--- config.mk ---
export PLATFORM = sky130hd
export DESIGN_NAME = pipe_issue_arb
export DESIGN_NICKNAME = d
export VERILOG_FILES = /design/src/rtl/pipe_issue_arb.sv
export SDC_FILE = /design/constraint.sdc
export NUM_CORES = 1
export LEC_CHECK = 0
export CORE_ASPECT_RATIO = 1.4
export CORE_UTILIZATION = 53
export CTS_BUF_LIST = sky130_fd_sc_hd__clkbuf_16
export CTS_CLUSTER_DIAMETER = 40
export DETAILED_ROUTE_END_ITERATION = 6
export GPL_ROUTABILITY_DRIVEN = 0
export PLACE_DENSITY = 0.82
export SETUP_SLACK_MARGIN = 0.15
export SLEW_MARGIN = 20
export SYNTH_ARGS = -nofsm -noshare
export SYNTH_HDL_FRONTEND = slang
export SYNTH_SLANG_ARGS = --single-unit
--- constraint.sdc ---
create_clock -name clk -period 3.9 [get_ports clk]
set_input_delay 0.39 -clock clk [delete_from_list [all_inputs] [get_ports clk]]
set_output_delay 0.39 -clock clk [all_outputs]
set_load 0.05 [all_outputs]
--- src/rtl/pipe_issue_arb.sv ---
// Two-requester in-order issue arbiter with a per-register hazard scoreboard,
// round-robin grant, one-cycle registered issue stage and performance counters.
module pipe_issue_arb #(
  parameter int HAZ   = 3,
  parameter int CNT_W = 16
) (
  input  logic             clk,
  input  logic             rst,
  input  logic             req0_valid,
  input  logic [23:0]      req0_instr,
  output logic             req0_ready,
  input  logic             req1_valid,
  input  logic [23:0]      req1_instr,
  output logic             req1_ready,
  input  logic             pipe_stall,
  output logic             iss_valid,
  output logic [3:0]       iss_func,
  output logic [3:0]       iss_rd,
  output logic [3:0]       iss_rs1,
  output logic [3:0]       iss_rs2,
  output logic [7:0]       iss_addr,
  output logic             iss_src,
  output logic             err_func,
  output logic [CNT_W-1:0] issue_cnt,
  output logic [CNT_W-1:0] stall_cnt
);

  typedef struct packed {
    logic [3:0] func;
    logic [3:0] rd;
    logic [3:0] rs1;
    logic [3:0] rs2;
    logic [7:0] addr;
  } instr_t;

  localparam logic [1:0] HAZ_LD = 2'(HAZ);

  function automatic logic is_legal(input logic [3:0] func);
    return func < 4'd10;
  endfunction

  instr_t     in0, in1, sel;
  logic [1:0] sb [16];
  logic [15:0] busy;
  logic       prio;
  logic       elig0, elig1;
  logic       hs, hs_legal, hs_illegal, gidx;

  assign in0 = instr_t'(req0_instr);
  assign in1 = instr_t'(req1_instr);

  always_comb begin
    busy = '0;
    for (int i = 0; i < 16; i++) busy[i] = (sb[i] != 2'd0);
  end

  // Illegal opcodes bypass the hazard check: they are consumed and dropped.
  assign elig0 = req0_valid && !pipe_stall &&
                 (!is_legal(in0.func) || (!busy[in0.rs1] && !busy[in0.rs2]));
  assign elig1 = req1_valid && !pipe_stall &&
                 (!is_legal(in1.func) || (!busy[in1.rs1] && !busy[in1.rs2]));

  always_comb begin
    // NOTE: every output of a combinational block gets a default first, otherwise
    // a path that skips an assignment infers a latch.
    req0_ready = 1'b0;
    req1_ready = 1'b0;
    if (!rst) begin
      if (!prio) begin
        req0_ready = elig0;
        req1_ready = !elig0 && elig1;
      end else begin
        req1_ready = elig1;
        req0_ready = !elig1 && elig0;
      end
    end
  end

  assign hs         = req0_ready | req1_ready;
  assign gidx       = req1_ready;
  assign sel        = gidx ? in1 : in0;
  assign hs_legal   = hs && is_legal(sel.func);
  assign hs_illegal = hs && !is_legal(sel.func);

  // Loading rd takes precedence over the decrement of that same entry.
  always_ff @(posedge clk) begin
    if (rst) begin
      // NOTE: the scoreboard array is reset explicitly because stale hazard
      // state would block or wrongly release dependent instructions.
      for (int i = 0; i < 16; i++) sb[i] <= 2'd0;
    end else begin
      for (int i = 0; i < 16; i++) begin
        if (hs_legal && (sel.rd == 4'(i))) sb[i] <= HAZ_LD;
        else if (!pipe_stall && (sb[i] != 2'd0)) sb[i] <= sb[i] - 2'd1;
      end
    end
  end

  always_ff @(posedge clk) begin
    // NOTE: sequential state uses non-blocking assignments so every register
    // samples pre-edge values regardless of statement order.
    if (rst) begin
      prio      <= 1'b0;
      iss_valid <= 1'b0;
      err_func  <= 1'b0;
      iss_func  <= '0;
      iss_rd    <= '0;
      iss_rs1   <= '0;
      iss_rs2   <= '0;
      iss_addr  <= '0;
      iss_src   <= 1'b0;
      issue_cnt <= '0;
      stall_cnt <= '0;
    end else begin
      iss_valid <= hs_legal;
      err_func  <= hs_illegal;
      if (hs) prio <= ~gidx;
      if (hs_legal) begin
        iss_func  <= sel.func;
        iss_rd    <= sel.rd;
        iss_rs1   <= sel.rs1;
        iss_rs2   <= sel.rs2;
        iss_addr  <= sel.addr;
        iss_src   <= gidx;
        issue_cnt <= issue_cnt + 1'b1;
      end
      if ((req0_valid || req1_valid) && !hs) stall_cnt <= stall_cnt + 1'b1;
    end
  end

endmodule
# After elaboration in Yosys (flattened, before gate mapping)
# Memory sizes are Yosys's and may differ from the RTL's.
# Cells that the tools add are included.
# classes
n_addsub	18
eq_ne	15
n_reduce_logical	74
bitwise_logic	34
n_mux	159
n_lt_le_gt_ge	7
# ops
op	n
1-bit two-way mux	122
2-bit two-way mux	32
1-bit logical AND	43
1-bit OR	33
16-bit by 1-bit adder with 16-bit output (second input constant)	2
4-bit equality test (second input constant)	8
2-bit nonzero test	16
2-bit by 1-bit subtractor with 2-bit output (second input constant)	16
24-bit two-way mux	1
4-bit by 5-bit less-than comparator with 1-bit output (second input constant)	4
1-bit binary-select mux with 4-bit select	4
4-bit by 3-bit equality test with 1-bit output (second input constant)	4
4-bit less-than comparator (second input constant)	3
1-bit logical NOT	11
4-bit by 2-bit equality test with 1-bit output (second input constant)	2
4-bit by 1-bit equality test with 1-bit output (second input constant)	1
4-bit logical NOT	1
1-bit logical OR	3
1-bit NOT	1
# word_totals
ramBits	32
reg_bits	60
out_inout_bits	61
n_memories	1
word_cells	319
inputBits	53
# memory_table
memory	depth	word_bits	read_ports	rd_ports_with_merged_regs	wr	line_no	text
sb	16	2	16	0	16	43	logic [1:0] sb [16];

# Longest topological paths before layout
# Gate-level depths: netlist (run 1).
# logic_depth
word_depth	20
ltp_mapped	13

# Worst setup path after synthesis (run 1)
# Ideal clock, no wire load.
# synth_timing
path_kind	reg-to-output
start	mem sb[5][0], in the netlist sb[0][10]
end	out req0_ready
n_path_buf	0
stages_incl_launch_ff	9
setup_slack_ns	0.398
arrival_time_ns	3.112
path_cell_list	edfxtp_1 > inv_1 > ha_1 > mux4_2 > nor2b_1 > a211o_1 > a31oi_4 > nor3b_1 > a211oi_1
# synth_rtl
item	line_no	text
from (decl)	43	
to (decl)	11	output logic req0_ready,

# Worst setup path after layout (run 1)
# layout_timing
start	in req0_instr[8]
end	out req1_ready
# layout_via
elab_chain_cells	10
# layout_rtl
item	line_no	text
from (decl)	10	input logic [23:0] req0_instr,
1-bit binary-select mux with 4-bit select	59	(!is_legal(in0.func) || (!busy[in0.rs1] && !busy[in0.rs2]));
1-bit two-way mux (implied by the code)	59	
1-bit logical NOT	59	
1-bit logical AND	59	
1-bit logical OR	59	
1-bit logical AND	58	assign elig0 = req0_valid && !pipe_stall &&
1-bit logical NOT	71	req1_ready = !elig0 && elig1;
1-bit logical AND	71	
1-bit two-way mux	69	if (!prio) begin
1-bit two-way mux	68	if (!rst) begin
to (decl)	14	output logic req1_ready,
# Every way passes these cells. The select of a mux whose other input is x is not followed.

==> results of run 1 <==
critical path, stage by stage:
cell and delay [ns]:
clkdlybuf4s50_1 0.61, mux4_1 0.59, mux2_1 0.32, mux2i_1 0.22, o21a_2 0.27, o211ai_4 0.14, buf_12 0.19, inv_2 0.23
buf_12 0.18
power by group through the flow:
stage | logic, W | clock network [W] | registers [W]
finish | 0.000648 | 0.000925 | 0.00110
global placement | 0.000618 | 0 | 0.00111
global route | 0.000693 | 0.000977 | 0.00110
detailed placement | 0.000641 | 0 | 0.00112
floorplan | 0.000349 | 0 | 0.00118
CTS | 0.000644 | 0.000938 | 0.00109
through the flow:
stage / util [%] / hold WS (ns) / worst slack, ns
6_report: 70.3 / 0.486 / 0.360
5_1_grt: 70.3 / 0.525 / 0.248
4_1_cts: 70.3 / 0.490 / 0.349
3_5_place_dp: 67.2 / 0.480 / 0.161
3_3_place_gp: 67.2 / 0.473 / 0.213
2_1_floorplan: - / 0.473 / 0.398
cell families after synthesis:
family,after synthesis,synth area share [%]
AO/OA/AOI/OAI,103,15.9
XOR/XNOR,13,1.97
adder cells (fa/ha/maj),34,7.34
buffers and inverters,70,5.23
flip-flops,92,37.3
multiplexers,39,11.3
AND/OR/NAND/NOR,266,21.0
path summary, 6_finish.rpt:
kind                                      end  slack, ns
worst min-delay path            issue_cnt[15]       0.49
worst max-delay path               req1_ready       0.36
worst min register to register  issue_cnt[15]       0.49
worst max register to register      sb[0][11]       0.47
flip-flops by register name, summed over array words and instances (netlist names):
register / flops
iss_rd: 4
iss_src: 1
prio: 1
iss_rs1: 4
iss_valid: 1
iss_addr: 8
issue_cnt: 16
sb: 32
stall_cnt: 16
iss_rs2: 4
iss_func: 4
err_func: 1
area by class of cell:
cell class / instances / area, sq um
multi-input cells: 455 / 3340
well taps: 138 / 173
inverters: 38 / 143
repair buffers: 122 / 1250
clock buffers: 10 / 250
flip-flops and latches: 92 / 2160
fillers: 786 / 3120
clock inverters: 6 / 71.3
layout by cell type (no fill, tap or decap), types with 6 or more instances in the layout:
cell | Yosys | routed
a21oi_1 | 14 | 14
mux4_1 | 9 | 9
o21ai_0 | 7 | 7
nand3_1 | 16 | 16
ha_1 | 34 | 34
inv_1 | 36 | 36
mux2i_1 | 12 | 12
a31oi_1 | 13 | 13
nand4_1 | 9 | 9
mux4_2 | 7 | 7
dfxtp_1 | 60 | 60
clkdlybuf4s50_1 | 0 | 110
nor3_1 | 8 | 8
clkbuf_16 | 0 | 10
edfxtp_1 | 32 | 32
o31ai_1 | 23 | 23
nand2b_1 | 13 | 13
nor2_1 | 89 | 89
xor2_1 | 7 | 7
a311oi_2 | 21 | 21
xnor2_1 | 6 | 6
buf_4 | 6 | 7
nand2_1 | 91 | 91
routing by layer:
layer,track usage [%],part of all wire [%]
met3,4.05,6.1
met2,48.0,52
met4,13.2,4.1
met1,31.6,38
met5,0,0
==> results.sh, run 1 <==
export IMPL_status="finished, final reports clean"
export IMPL_dp_cells=845
export IMPL_power_w=0.00267
export IMPL_hold_viol=0
export IMPL_wirelength_mm=15.1
export IMPL_startpoint="req0_instr[8]"
export IMPL_grt_max_degree=56
export IMPL_postPlaceCellArea_sq_um=7070
export IMPL_cts_buffers=9
export IMPL_wl_per_cell_um=17.5
export IMPL_drt_iter0_markers=285
export IMPL_io_pins=114
export IMPL_synth_edf_count=32
export IMPL_drv_cap=0
export IMPL_critPathCaptureType="output port"
export IMPL_cts_tree="yes"
export IMPL_die_h_um=126
export IMPL_antenna_cells=0
export IMPL_yosysWarnings=0
export IMPL_dpl_hpwl_mm=11.4
export IMPL_internal_power_w=0.00187
export IMPL_synth_area_leader_cell="dfxtp_1"
export IMPL_synthCells=617
export IMPL_clock_sinks=92
export IMPL_synth_distinct_cells=59
export IMPL_grt_pass1_vias=5020
export IMPL_p_sw_w=0.000798
export IMPL_fin_area_sq_um=7390
export IMPL_worstHoldStart="issue_cnt[15]"
export IMPL_cts_buffer_depth=2
export IMPL_core_area_sq_um=10500
export IMPL_worstHoldPathCells=2
export IMPL_setup_viol=0
export IMPL_track_usage_pct=27.0
export IMPL_postCtsSetupBuffers=0
export IMPL_clock_latency_ns=0.35
export IMPL_async_reset_ff_share_pct=0
export IMPL_cts_reportedPaths_clkPinSlew_ns=0.07
export IMPL_ys_flop_type="dfxtp_1"
export IMPL_portBuffers=113
export IMPL_final_antenna_net_count=0
export IMPL_synth_top_area_share_pct=20.7
export IMPL_pwr_share_clk_pct=34.7
export IMPL_period_share_pct=90.8
export IMPL_tightest_slew_ns=0.668
export IMPL_drt_pass1_iter_count=5
export IMPL_p_sw_share_pct=29.9
export IMPL_vias=5145
export IMPL_area_growth_pct=27.6
export IMPL_share_seq_of_total_power_pct=41.0
export IMPL_ir_worst_vdd_v=0.000218
export IMPL_ys_seq_elements=92
export IMPL_rows=44
export IMPL_synth_common_cells="nand2_1, nor2_1, dfxtp_1"
export IMPL_relSlewSlack_pct=55.1
export IMPL_synth_area_top_cells="dfxtp_1, edfxtp_1, ha_1, nand2_1, nor2_1"
export IMPL_grt_ovfl_total=0
export IMPL_synth_seq_area_share_pct=37.3
export IMPL_grt_pass1_wl_mm=24.4
export IMPL_via_per_inst=5.98
export IMPL_fin_cells=861
export IMPL_reg2regPathDepth=12
export IMPL_cts_root_buf="clkbuf_16"
export IMPL_fin_skew_ns=0.00823
export IMPL_synth_nets=704
export IMPL_fin_crit_ns=3.54
export IMPL_p_per_area_nw_per_um2=361
export IMPL_fmax_ghz=0.282
export IMPL_hold_buffers=0
export IMPL_cts_resized=0
export IMPL_rr_startpoint="sb[1][4]"
export IMPL_cellLeakagePower_nw=2.77
export IMPL_antenna_found_initial=0
export IMPL_htreeDepth=3
export IMPL_avgSynthCellArea_sq_um=9.39
export IMPL_rsz0062_at_grt="false"
export IMPL_critPathMaxFanout=25
export IMPL_worst_setup_path_start_kind="primary input"
export IMPL_worst_endpoint_arrival_ns=3.15
export IMPL_die_w_um=90.4
export IMPL_cp_data_required_time_ns=3.51
export IMPL_drive_gt1_share_pct=11.2
export IMPL_finalNetCount=805
export IMPL_synth_most_common_cell="nand2_1"
export IMPL_slew_violations=0
export IMPL_syn_area_sq_um=5790
export IMPL_drc=0
export IMPL_dieArea_sq_um=11400
export IMPL_initial_core_util_pct=55.1
export IMPL_path_class="primary input to output port"
export IMPL_setup_tns_ns=0
export IMPL_min_path_type="flip-flop to flip-flop"
export IMPL_combPwrFrac_pct=24.3
(Power assumes the default switching activity.)
==> inputs of run 2 (changes only) <==
CTS_CLUSTER_SIZE = 24   (was unset)
==> results of run 2 <==
No change in the layout: final DEF, timing and power equal those of run 1.
==> inputs of run 3 (changes only) <==
==> constraint.sdc (replaced) <==
create_clock -name clk -period 3.9 [get_ports clk]
set_input_delay 0.78 -clock clk [delete_from_list [all_inputs] [get_ports clk]]
set_output_delay 0.78 -clock clk [all_outputs]
set_load 0.05 [all_outputs]
==> results.sh, run 3 (synthesis results as in run 1) <==
export IMPL_period_share_pct=93.8
export IMPL_status="finished, final reports clean"
export IMPL_hold_viol=0
export IMPL_die_h_um=126
export IMPL_area_growth_pct=31.3
export IMPL_pwr_share_clk_pct=34.2
export IMPL_power_w=0.00270
export IMPL_hold_buffers=0
export IMPL_rr_startpoint="sb[0][6]"
export IMPL_setup_viol=0
export IMPL_fmax_ghz=0.273
export IMPL_critPathMaxFanout=5
export IMPL_wirelength_mm=15.3
export IMPL_critPathCapture="req0_ready"
export IMPL_cts_buffers=9
export IMPL_finalCoreUtilization_pct=72.4
export IMPL_r2r_end="stall_cnt[13]"
export IMPL_dp_cells=873
export IMPL_critPathSlowestCell="clkdlybuf4s50_1"
export IMPL_fin_skew_ns=0.00689
export IMPL_cts_tree="yes"
export IMPL_path_class="primary input to output port"
export IMPL_drt_pass1_iter_count=6
export IMPL_worst_endpoint_arrival_ns=2.88
export IMPL_rsz0062_at_grt="false"
export IMPL_io_pins=114
export IMPL_cp_data_required_time_ns=3.12
export IMPL_rows=44
export IMPL_htreeDepth=3
export IMPL_internal_power_w=0.00192
export IMPL_core_area_sq_um=10500
export IMPL_drive_gt1_share_pct=15.4
export IMPL_path_cells="clkdlybuf4s50_1 -> mux4_2 -> mux2i_2 -> mux2i_2 -> a31oi_4 -> nor3b_2 -> a211oi_2 -> buf_12"
export IMPL_final_common_cell="clkdlybuf4s50_1"
export IMPL_p_per_area_nw_per_um2=355
export IMPL_wl_per_cell_um=17.1
export IMPL_p_sw_share_pct=29.1
export IMPL_pre_cts_ws_ns=-0.224
export IMPL_top_regs="sb: 32 flops, issue_cnt: 16 flops, stall_cnt: 16 flops"
export IMPL_p_sw_w=0.000786
export IMPL_antenna_found_initial=0
export IMPL_fin_crit_ns=3.66
export IMPL_cellLeakagePower_nw=2.93
export IMPL_antenna_cells=0
export IMPL_tightest_slew_ns=0.690
export IMPL_vias=5216
export IMPL_largest_register_ffs=32
export IMPL_cp_common_cell="mux2i_2"
export IMPL_final_cell_mix="clkdlybuf4s50_1, nand2_1, nor2_1"
export IMPL_critPathCaptureType="output port"
export IMPL_min_path_type="flip-flop to flip-flop"
export IMPL_die_w_um=90.4
export IMPL_cpPeakStageDelay_ns=0.65
export IMPL_via_per_inst=5.85
export IMPL_grt_pass1_wl_mm=24.7
export IMPL_drc=0
export IMPL_fin_cells=892
export IMPL_startpoint="req1_instr[14]"
export IMPL_grt_ovfl_total=0
export IMPL_clock_latency_ns=0.34
export IMPL_relSlewSlack_pct=54.0
export IMPL_grt_pass1_vias=5286
export IMPL_ir_worst_vdd_v=0.000251
export IMPL_combPwrFrac_pct=25.3
export IMPL_cts_root_buf="clkbuf_16"
export IMPL_dpl_hpwl_mm=11.8
export IMPL_drv_cap=0
export IMPL_track_usage_pct=27.5
export IMPL_finalNetCount=836
export IMPL_nFillCells=746
export IMPL_cts_reportedPaths_clkPinSlew_ns=0.06
export IMPL_final_antenna_net_count=0
export IMPL_drt_iter0_markers=243
export IMPL_cts_buffer_depth=2
export IMPL_portBuffers=113
export IMPL_share_seq_of_total_power_pct=40.5
export IMPL_grt_max_degree=60
export IMPL_clock_sinks=92
export IMPL_reg2regPathDepth=12
export IMPL_r2r_setup_slack_ns=0.55
export IMPL_dieArea_sq_um=11400
export IMPL_holdWs_ns=0.505
export IMPL_slew_violations=0
export IMPL_initial_core_util_pct=55.1
export IMPL_top_register="sb"
export IMPL_setup_ws_ns=0.242
export IMPL_worst_setup_path_start_kind="primary input"
## run 3: area by class of cell
cell class	instances	area, sq um	share of cell area (%)
inverter	38	143	1.87
clock inverter	7	88.8	1.17
sequential	92	2160	28.4
timing repair buffer	153	1470	19.3
tap	138	173	2.27
multi-input combinational	455	3350	44.0
clock buffer	9	225	2.96
## run 3: how the worst min path moves through the flow
| stage | from | end | slack (ns) | cells past startpoint |
|---|---|---|---|---|
| 2_1_floorplan | prio | prio | 0.48 | 2 |
| 3_3_place_gp | issue_cnt[15] | issue_cnt[15] | 0.46 | 2 |
| 3_5_place_dp | issue_cnt[15] | issue_cnt[15] | 0.49 | 2 |
| 4_1_cts | issue_cnt[9] | issue_cnt[9] | 0.51 | 2 |
| 5_1_grt | issue_cnt[12] | issue_cnt[12] | 0.54 | 2 |
| 6_report | issue_cnt[13] | issue_cnt[13] | 0.50 | 2 |
## run 3: stage by stage
| stage | TNS, ns | instance area, sq um |
|---|---|---|
| global route | 0 | 7610 |
| CTS | 0 | 7610 |
| floorplan | 0 | 5800 |
| global placement | -3.45 | 7270 |
| detailed placement | -9.92 | 7270 |
| finish | 0 | 7610 |
## run 3: timing repair
item	4_1_cts	5_1_grt
pin swaps	3	0
setup buffers	3	0
resized for setup	12	1
setup endpoints to repair	6	2
gates cloned	0	0
## run 3: metal layers
layer	wire length (um)	part of all wire (%)	track usage [%]	up-vias
met5	0	0	0	-
met4	769	5.0	16.8	0
met3	957	6.3	3.99	44
met2	7950	52	49.5	221
met1	5580	37	30.5	2457
li1	-	-	-	2494
## run 3: power groups by stage
| stage | Clock (W) | Sequential [W] | Combinational, W |
|---|---|---|---|
| floorplan | 0 | 0.00118 | 0.000350 |
| detailed placement | 0 | 0.00112 | 0.000670 |
| global route | 0.000970 | 0.00110 | 0.000733 |
| CTS | 0.000943 | 0.00109 | 0.000681 |
| finish | 0.000923 | 0.00110 | 0.000684 |
| global placement | 0 | 0.00111 | 0.000644 |
## run 3: critical path, delay by kind of cell
family	cells	cell delay, ns
AO/OA/AOI/OAI	2	0.51
buffers and inverters	2	0.83
multiplexers	3	0.67
AND/OR/NAND/NOR	1	0.08
